`src/rtl/if_stage.sv`:
```
// Instruction fetch stage: PC register plus IF/ID pipeline register and fetch counter.
// Define DELAY_SLOT_EN to let the instruction after a taken branch execute instead of being flushed.
module if_stage #(
  parameter logic [31:0] RESET_PC = 32'h00003000
) (
  input  logic        clk,
  input  logic        reset,
  input  logic [31:0] next_PC,
  input  logic        redirect,
  input  logic        stall,
  input  logic [31:0] instr_in,
  output logic [31:0] PC,
  output logic [31:0] ID_instr,
  output logic [31:0] ID_PC,
  output logic        ID_valid,
  output logic [31:0] fetch_cnt
);

  logic [31:0] pc_seq;
  logic [31:0] pc_target;

  assign pc_seq    = PC + 32'd4;
  assign pc_target = {next_PC[31:2], 2'b00};

  // Stall outranks redirect: a branch resolved during a stall is re-presented later.
  always_ff @(posedge clk) begin
    if (reset) begin
      PC        <= RESET_PC;
      ID_instr  <= '0;
      ID_PC     <= '0;
      ID_valid  <= 1'b0;
      fetch_cnt <= '0;
    end else if (!stall) begin
      if (redirect) begin
        PC    <= pc_target;
        ID_PC <= PC;
`ifdef DELAY_SLOT_EN
        ID_instr  <= instr_in;
        ID_valid  <= 1'b1;
        fetch_cnt <= fetch_cnt + 32'd1;
`else
        ID_instr  <= '0;
        ID_valid  <= 1'b0;
`endif
      end else begin
        PC        <= pc_seq;
        ID_instr  <= instr_in;
        ID_PC     <= PC;
        ID_valid  <= 1'b1;
        fetch_cnt <= fetch_cnt + 32'd1;
      end
    end
  end

endmodule

```
`config.mk`:
```
export PLATFORM = sky130hd
export DESIGN_NAME = if_stage
export DESIGN_NICKNAME = d
export VERILOG_FILES = /design/src/rtl/if_stage.sv
export SDC_FILE = /design/constraint.sdc
export NUM_CORES = 1
export LEC_CHECK = 0
export CAP_MARGIN = 15
export CELL_PAD_IN_SITES_DETAIL_PLACEMENT = 0
export CELL_PAD_IN_SITES_GLOBAL_PLACEMENT = 1
export CORE_MARGIN = 4
export CORE_UTILIZATION = 30
export CTS_CLUSTER_DIAMETER = 60
export DETAILED_ROUTE_END_ITERATION = 7
export MAX_ROUTING_LAYER = met4
export PLACE_DENSITY_LB_ADDON = 0.1
export SLEW_MARGIN = 20
export SYNTH_ARGS = -nofsm -noshare
export SYNTH_HDL_FRONTEND = slang
export SYNTH_SLANG_ARGS = --single-unit
```
`constraint.sdc`:
```
create_clock -name clk -period 2.2 [get_ports clk]
set_clock_uncertainty 0.1 [all_clocks]
set_input_delay 0.55 -clock clk [delete_from_list [all_inputs] [get_ports clk]]
set_output_delay 0.55 -clock clk [all_outputs]
set_load 0.01 [all_outputs]
```
# [Yosys cells after proc, flatten, opt, wreduce, memory -nomap -nowiden]
# Index checks and enable logic that the tools add are counted.
[word_totals] wordCells=13 output_inout_bits=129 in_bits=68 reg_bits=129
[classes] muxes=3 n_reduce_logical=1 bitwise_logic=2 n_addsub=2
[op_table] cell="2-to-1 mux 32 bit" count=2
[op_table] cell="adder 32 x 1 -> 32 bit, second input constant" count=1
[op_table] cell="adder 32 x 3 -> 32 bit, second input constant" count=1
[op_table] cell="NOT 1 bit" count=2
[op_table] cell="AND reduction 2 bit" count=1
[op_table] cell="2-to-1 mux 1 bit" count=1

# [Depth between registers and ports, before layout]
# Gate-level depths: netlist of run 1.
[logic_depth] ltp_word=2 ltp_mapped=8 depth_no_buf=6

# [Worst setup path before layout of run 1]
# OpenSTA, ideal clock, no wires.
[synth_path] kind="input to register" start="in redirect" end="reg fetch_cnt[27]" cell_stages=7 arrival_ps=1997 path_buffers=2 setup_slack_ps=-18 cell_sequence="clkbuf_1 -> nor2_1 -> and4_1 -> buf_6 -> nand3_1 -> or3_1 -> mux2_4"
[synth_via] elab_chain_len=2
[synth_lines] item="start: declaration" line="9" rtl="input logic redirect,"
[synth_lines] item="NOT 1 bit (no source line)"
[synth_lines] item="AND reduction 2 bit (no source line)"
[synth_lines] item="end signal: assignment" line="50" rtl="fetch_cnt <= fetch_cnt + 32'd1;"
[synth_lines] item="end: declaration" line="16" rtl="output logic [31:0] fetch_cnt"
# No other way between the ends.
# A chain may end at the register's enable or synchronous reset.

# [Worst setup path in the final report of run 1]
[layout_path] start="reg PC[29]" end="out PC[29]"
[layout_rtl] item="start: declaration" line="12" rtl="output logic [31:0] PC,"
[layout_rtl] item="start signal: assignment" line="35" rtl="PC <= pc_target;"
[layout_rtl] item="start signal: assignment" line="46" rtl="PC <= pc_seq;"
# No word-level cell between the ends.

==> results by group, run 1 <==
Setup path
  – FF-to-FF End: fetch_cnt[27]$_SDFFE_PP0P_
  – CP Max Fanout: 7
  – Worst-path cell chain: clkdlybuf4s50_1
  – Crit path arrival time: 1.48 ns
  – CP max stage cell: clkdlybuf4s50_1
  – Worst setup path start: PC[29]$_SDFFE_PP0N_
  – Critical Path End Type: primary output
  – CP Capture Point: PC[29]
  – CP bufs+invs: 1
  – Levels on crit path: 1
  – Required time at the worst-slack endpoint: 1.55 ns
  – Max incr delay on CP: 0.63 ns
  – R2r startpoint: fetch_cnt[19]$_SDFFE_PP0P_
  – Worst setup SP type: register
  – FF-to-FF setup slack: 0.16 ns
  – Reg2reg path depth: 5
  – CP Class: reg2out
  – Top delay family on crit path: buffers and inverters

Route
  – Initial DRC count: 293
  – WL/cell: 16.5 um
  – DRC: 0
  – Via-to-Cell Ratio: 5.04
  – Detail Route Antenna Nets: 0
  – Drt total wl: 18300 um
  – Vias: 5584
  – DR pass1 iterations: 5

Placed design
  – PortBufs: 190
  – DP Wirelength: 13200 um
  – Pre-CTS WS: -0.288 ns
  – Placed insts: 1073
  – Area after DPL: 0.00805 mm^2
  – Final GP Congestion: 0.812

STA
  – Slew at the pin closest to its max-slew limit: 0.652 ns
  – Count of final setup violators: 0
  – Peak Freq: 0.469 GHz
  – Hold Worst Slack: 0.361 ns
  – RSZ-0062 raised after global routing: false
  – Final hold violations: 0
  – Final Max Tran Viols: 0
  – Slew margin rel.: 0.565
  – Fin crit share: 0.970
  – Fin crit period: 2.13 ns
  – Final WS setup: 0.0657 ns

Pwr
  – Pwr Total: 5.81 mW
  – Power density over the cells: 674 mW/mm^2
  – Worst vdd ir: 546 uV
  – Leakage power: 3.31 nW

Logic synthesis
  – Avg Inst Size Synth: 8.73 um^2
  – Mapped cell area: 0.00557 mm^2
  – Post-synth EDFFs: 0
  – Synth async-reset ratio: 0
  – Post-Syn Instances: 638
  – Top_reg_cell synth: dfxtp_1
  – Register area share after synthesis: 0.449
  – Yosys Warn Count: 0
  – Cell variety after synth: 59
  – Synth Register Bits: 125

Clock tree
  – Root buffer cell: clkbuf_16
  – CTS Buf Count: 17
  – Post-CTS Setup Inserts: 0
  – Max Buffers Root-to-Sink: 2
  – Clock Sinks: 125
  – H-tree level count: 4
  – CTS resizes: 2
  – Clk slew on worst S/H paths: 0.06 ns
  – Latest clock arrival within the worst-skew pair: 0.41 ns
  – Post-cts hold buffer count: 0
  – CTS tree: yes

GRT
  – Antenna violations before repair: 0
  – Total track usage: 0.183
  – Grt ovf: 0
  – First-pass GRT wire length: 29600 um
  – Vias in the first global route: 5625
  – Largest net degree at the start of global routing: 55

Cells and area
  – Layout cell share with drive strength beyond 1: 0.144
  – Commonest cells after routing, fill and taps aside: 187 x clkdlybuf4s50_1, 126 x nor2_1, 116 x dfxtp_1
  – Register area: 0.00251 mm^2
  – Final nets: 933
  – Layout Cells excl Fill: 1107
  – Multi-input gate area: 0.00286 mm^2
  – Area grow syn2layout: 54.9%
  – Commonest non-fill, non-tap cell in the layout: clkdlybuf4s50_1
  – Layout fillers: 1716
  – Final instance area: 0.00863 mm^2

Floorplan
  – I/O pin count: 197
  – Die Wd: 144 um
  – Core footprint: 0.0181 mm^2
  – DIE AREA: 0.0208 mm^2
  – Die H: 144 um
  – Initial Util: 0.308
  – Row Count: 49

Job
  – Max_cap viols: 0

Worst hold path
  – Worst Hold Launch: ID_valid$_SDFFE_PP0N_
  – Hold Path Class: reg2reg

Status
  – Outcome: completed
per-stage QoR:
step | utilization | TNS, ns
after floorplan | - | 0
after global placement | 0.445 | -5.36
after detailed placement | 0.445 | -6.43
after CTS | 0.476 | 0
after global routing | 0.477 | 0
final | 0.477 | 0
Yosys cell counts, types with 4 or more instances:
master / n / area (um^2)
a21oi_1: 26 / 130
mux2i_1: 37 / 370
nand2_1: 26 / 97.6
and4_1: 4 / 35.0
nor2b_1: 7 / 43.8
nor3_1: 12 / 60.1
nand3_1: 25 / 125
o21ai_0: 13 / 65.1
nor4_1: 5 / 31.3
xor2_1: 15 / 131
dfxtp_1: 125 / 2500
nor2_1: 127 / 477
nand4_1: 25 / 156
inv_1: 4 / 15.0
or3_1: 9 / 56.3
xnor2_1: 10 / 87.6
a22oi_1: 45 / 338
buf_4: 4 / 30.0
a31oi_1: 8 / 50.1
and3_1: 8 / 50.1
buf_1: 6 / 22.5
clkbuf_1: 33 / 124
logic make-up after synthesis:
logic type | Yosys count | share of synthesized area
xor+xnor | 25 | 0.0393
fa+ha+maj | 2 | 0.00449
buf+inv | 51 | 0.0402
mux | 40 | 0.0739
simple gates | 271 | 0.242
flops | 125 | 0.449
other cells | 1 | 0.000673
compound gates | 123 | 0.150
worst min-delay path by stage:
stage                     cells past startpoint                     to
after global placement                        1  ID_valid$_SDFFE_PP0N_
after CTS                                     1  ID_valid$_SDFFE_PP0N_
after detailed placement                      1  ID_valid$_SDFFE_PP0N_
after global routing                          1  ID_valid$_SDFFE_PP0N_
after floorplan                               1  ID_valid$_SDFFE_PP0N_
final                                         1  ID_valid$_SDFFE_PP0N_
registers in the layout, summed over array words and instances (netlist names):
name       count
ID_instr      32
PC            30
fetch_cnt     32
ID_valid       1
ID_PC         30
layout make-up:
class                           instances  area share
Multi-Input combinational cell        465       0.332
Sequential cell                       125       0.291
Timing Repair Buffer                  250       0.276
Clock buffer                           18      0.0509
Tap cell                              229      0.0332
Clock inverter                         14      0.0139
Inverter                                4     0.00174
Antenna cell                            2    0.000580
metal layers:
| metal | wire length, um | vias up | part of all wire | global-route usage |
|---|---|---|---|---|
| met5 | 0 | - | 0 | - |
| met4 | 190 | 0 | 0.010 | 0.0520 |
| met3 | 1320 | 15 | 0.072 | 0.0539 |
| met2 | 8090 | 165 | 0.44 | 0.268 |
| met1 | 8710 | 2658 | 0.48 | 0.246 |
| li1 | - | 2746 | - | - |
power by group:
part           internal (mW)  switching, mW  total (mW)  leakage (nW)
Sequential              2.35         0.0767        2.42          1.02
Combinational          0.393          0.318       0.711          2.02
Clock                   1.58           1.10        2.68         0.268
Total                   4.32           1.49        5.81          3.31
No activity file was read; power rests on OpenSTA's default activity.
==> inputs of run 2 (changes only) <==
- CORE_MARGIN: 4 -> default
- SETUP_SLACK_MARGIN: default -> 0.02
==> results by group, run 2 (same netlist as run 1, synthesis figures left out) <==
STA
  – Count of final setup violators: 0
  – RSZ-0062 raised after global routing: false
  – Hold Worst Slack: 0.384 ns
  – Slew at the pin closest to its max-slew limit: 0.489 ns
  – Fin crit share: 0.976
  – Final Max Tran Viols: 0
  – Slew margin rel.: 0.671
  – Final setup TNS: 0 ns
  – Final hold violations: 0
  – Peak Freq: 0.466 GHz
  – Fin crit period: 2.15 ns

GRT
  – Total track usage: 0.198
  – Grt ovf: 0
  – First-pass GRT wire length: 29100 um
  – Vias in the first global route: 5662
  – Antenna violations before repair: 1
  – Largest net degree at the start of global routing: 41

Cells and area
  – Final core utilization: 0.484
  – Final nets: 934
  – Commonest cells after routing, fill and taps aside: 186 x clkdlybuf4s50_1, 126 x nor2_1, 114 x dfxtp_1
  – Layout fillers: 1723
  – Final instance area: 0.00875 mm^2
  – Layout Cells excl Fill: 1107
  – Multi-input gate area: 0.00286 mm^2
  – Area grow syn2layout: 57.1%
  – Register area: 0.00252 mm^2
  – Largest regs: ID_instr: 32 flops, fetch_cnt: 32 flops
  – Layout cell share with drive strength beyond 1: 0.147
  – Commonest non-fill, non-tap cell in the layout: clkdlybuf4s50_1

Placed design
  – DP Wirelength: 12800 um
  – Area after DPL: 0.00805 mm^2
  – PortBufs: 190
  – Placed insts: 1074
  – Final GP Congestion: 0.761

Clock tree
  – Max Buffers Root-to-Sink: 2
  – Post-cts hold buffer count: 0
  – CTS tree: yes
  – H-tree level count: 4
  – CTS Buf Count: 17
  – Latest clock arrival within the worst-skew pair: 0.42 ns
  – Clock Sinks: 125
  – Root buffer cell: clkbuf_16
  – CTS resizes: 4
  – Clk slew on worst S/H paths: 0.06 ns
  – Post-CTS Setup Inserts: 0

Setup path
  – Reg2reg path depth: 5
  – Top delay family on crit path: buffers and inverters
  – Required time at the worst-slack endpoint: 1.55 ns
  – CP max stage cell: clkdlybuf4s50_1
  – Critical Path End Type: primary output
  – Max incr delay on CP: 0.60 ns
  – Worst-path cell chain: clkdlybuf4s50_1
  – Crit path arrival time: 1.50 ns
  – CP Max Fanout: 7
  – Worst setup SP type: register
  – CP bufs+invs: 1
  – CP Class: reg2out
  – Levels on crit path: 1

Pwr
  – Leakage power: 3.39 nW
  – Power density over the cells: 735 mW/mm^2
  – Worst vdd ir: 539 uV

Route
  – DRC: 18
  – Via-to-Cell Ratio: 5.05
  – DR pass1 iterations: 7
  – WL/cell: 16.2 um
  – Initial DRC count: 329
  – Detail Route Antenna Nets: 0
  – Vias: 5591
  – Drt total wl: 17900 um

Floorplan
  – Die Wd: 138 um
  – I/O pin count: 197
  – Core footprint: 0.0181 mm^2
  – DIE AREA: 0.0191 mm^2
  – Die H: 138 um
  – Initial Util: 0.308
  – Row Count: 49

Status
  – Failing checks: design-rule violations
  – Outcome: complete, but fails checks

Worst hold path
  – WHS Path Cells: 1
  – Hold Path Class: reg2reg

Job
  – Max_cap viols: 0
==> run 2: power breakdown <==
part           switching [mW]  internal [mW]  total (mW)
clock network            1.15           2.15        3.30
registers              0.0732           2.35        2.42
logic                   0.322          0.391       0.714
total                    1.54           4.89        6.43
==> run 2: final cells by class <==
type / count / area share
Timing Repair Buffer: 251 / 0.273
Tap cell: 229 / 0.0327
Antenna cell: 1 / 0.000286
Clock buffer: 17 / 0.0486
Inverter: 4 / 0.00172
Sequential cell: 125 / 0.288
Multi-Input combinational cell: 465 / 0.327
Clock inverter: 15 / 0.0293
==> run 2: worst paths after layout <==
| check | end | slack, ns | startpoint |
|---|---|---|---|
| max reg2reg | fetch_cnt[29]$_SDFFE_PP0P_ | 0.17 | fetch_cnt[19]$_SDFFE_PP0P_ |
| min | ID_valid$_SDFFE_PP0N_ | 0.38 | ID_valid$_SDFFE_PP0N_ |
| max | PC[5] | 0.05 | PC[5]$_SDFFE_PP0N_ |
| min reg2reg | ID_valid$_SDFFE_PP0N_ | 0.38 | ID_valid$_SDFFE_PP0N_ |
==> run 2: routing by layer <==
| layer | GRT usage | part of all wire | up-vias |
|---|---|---|---|
| met2 | 0.305 | 0.45 | 175 |
| met3 | 0.0478 | 0.063 | 15 |
| met5 | - | 0 | - |
| met1 | 0.254 | 0.48 | 2656 |
| met4 | 0.0656 | 0.010 | 0 |
| li1 | - | - | 2745 |
==> run 2: through the flow <==
stage	setup WS, ns	power, mW
after floorplan	0.0455	2.77
after global placement	-0.337	3.17
after detailed placement	-0.371	3.18
after CTS	0.0245	6.51
after global routing	0.0228	6.66
final	0.0531	6.43
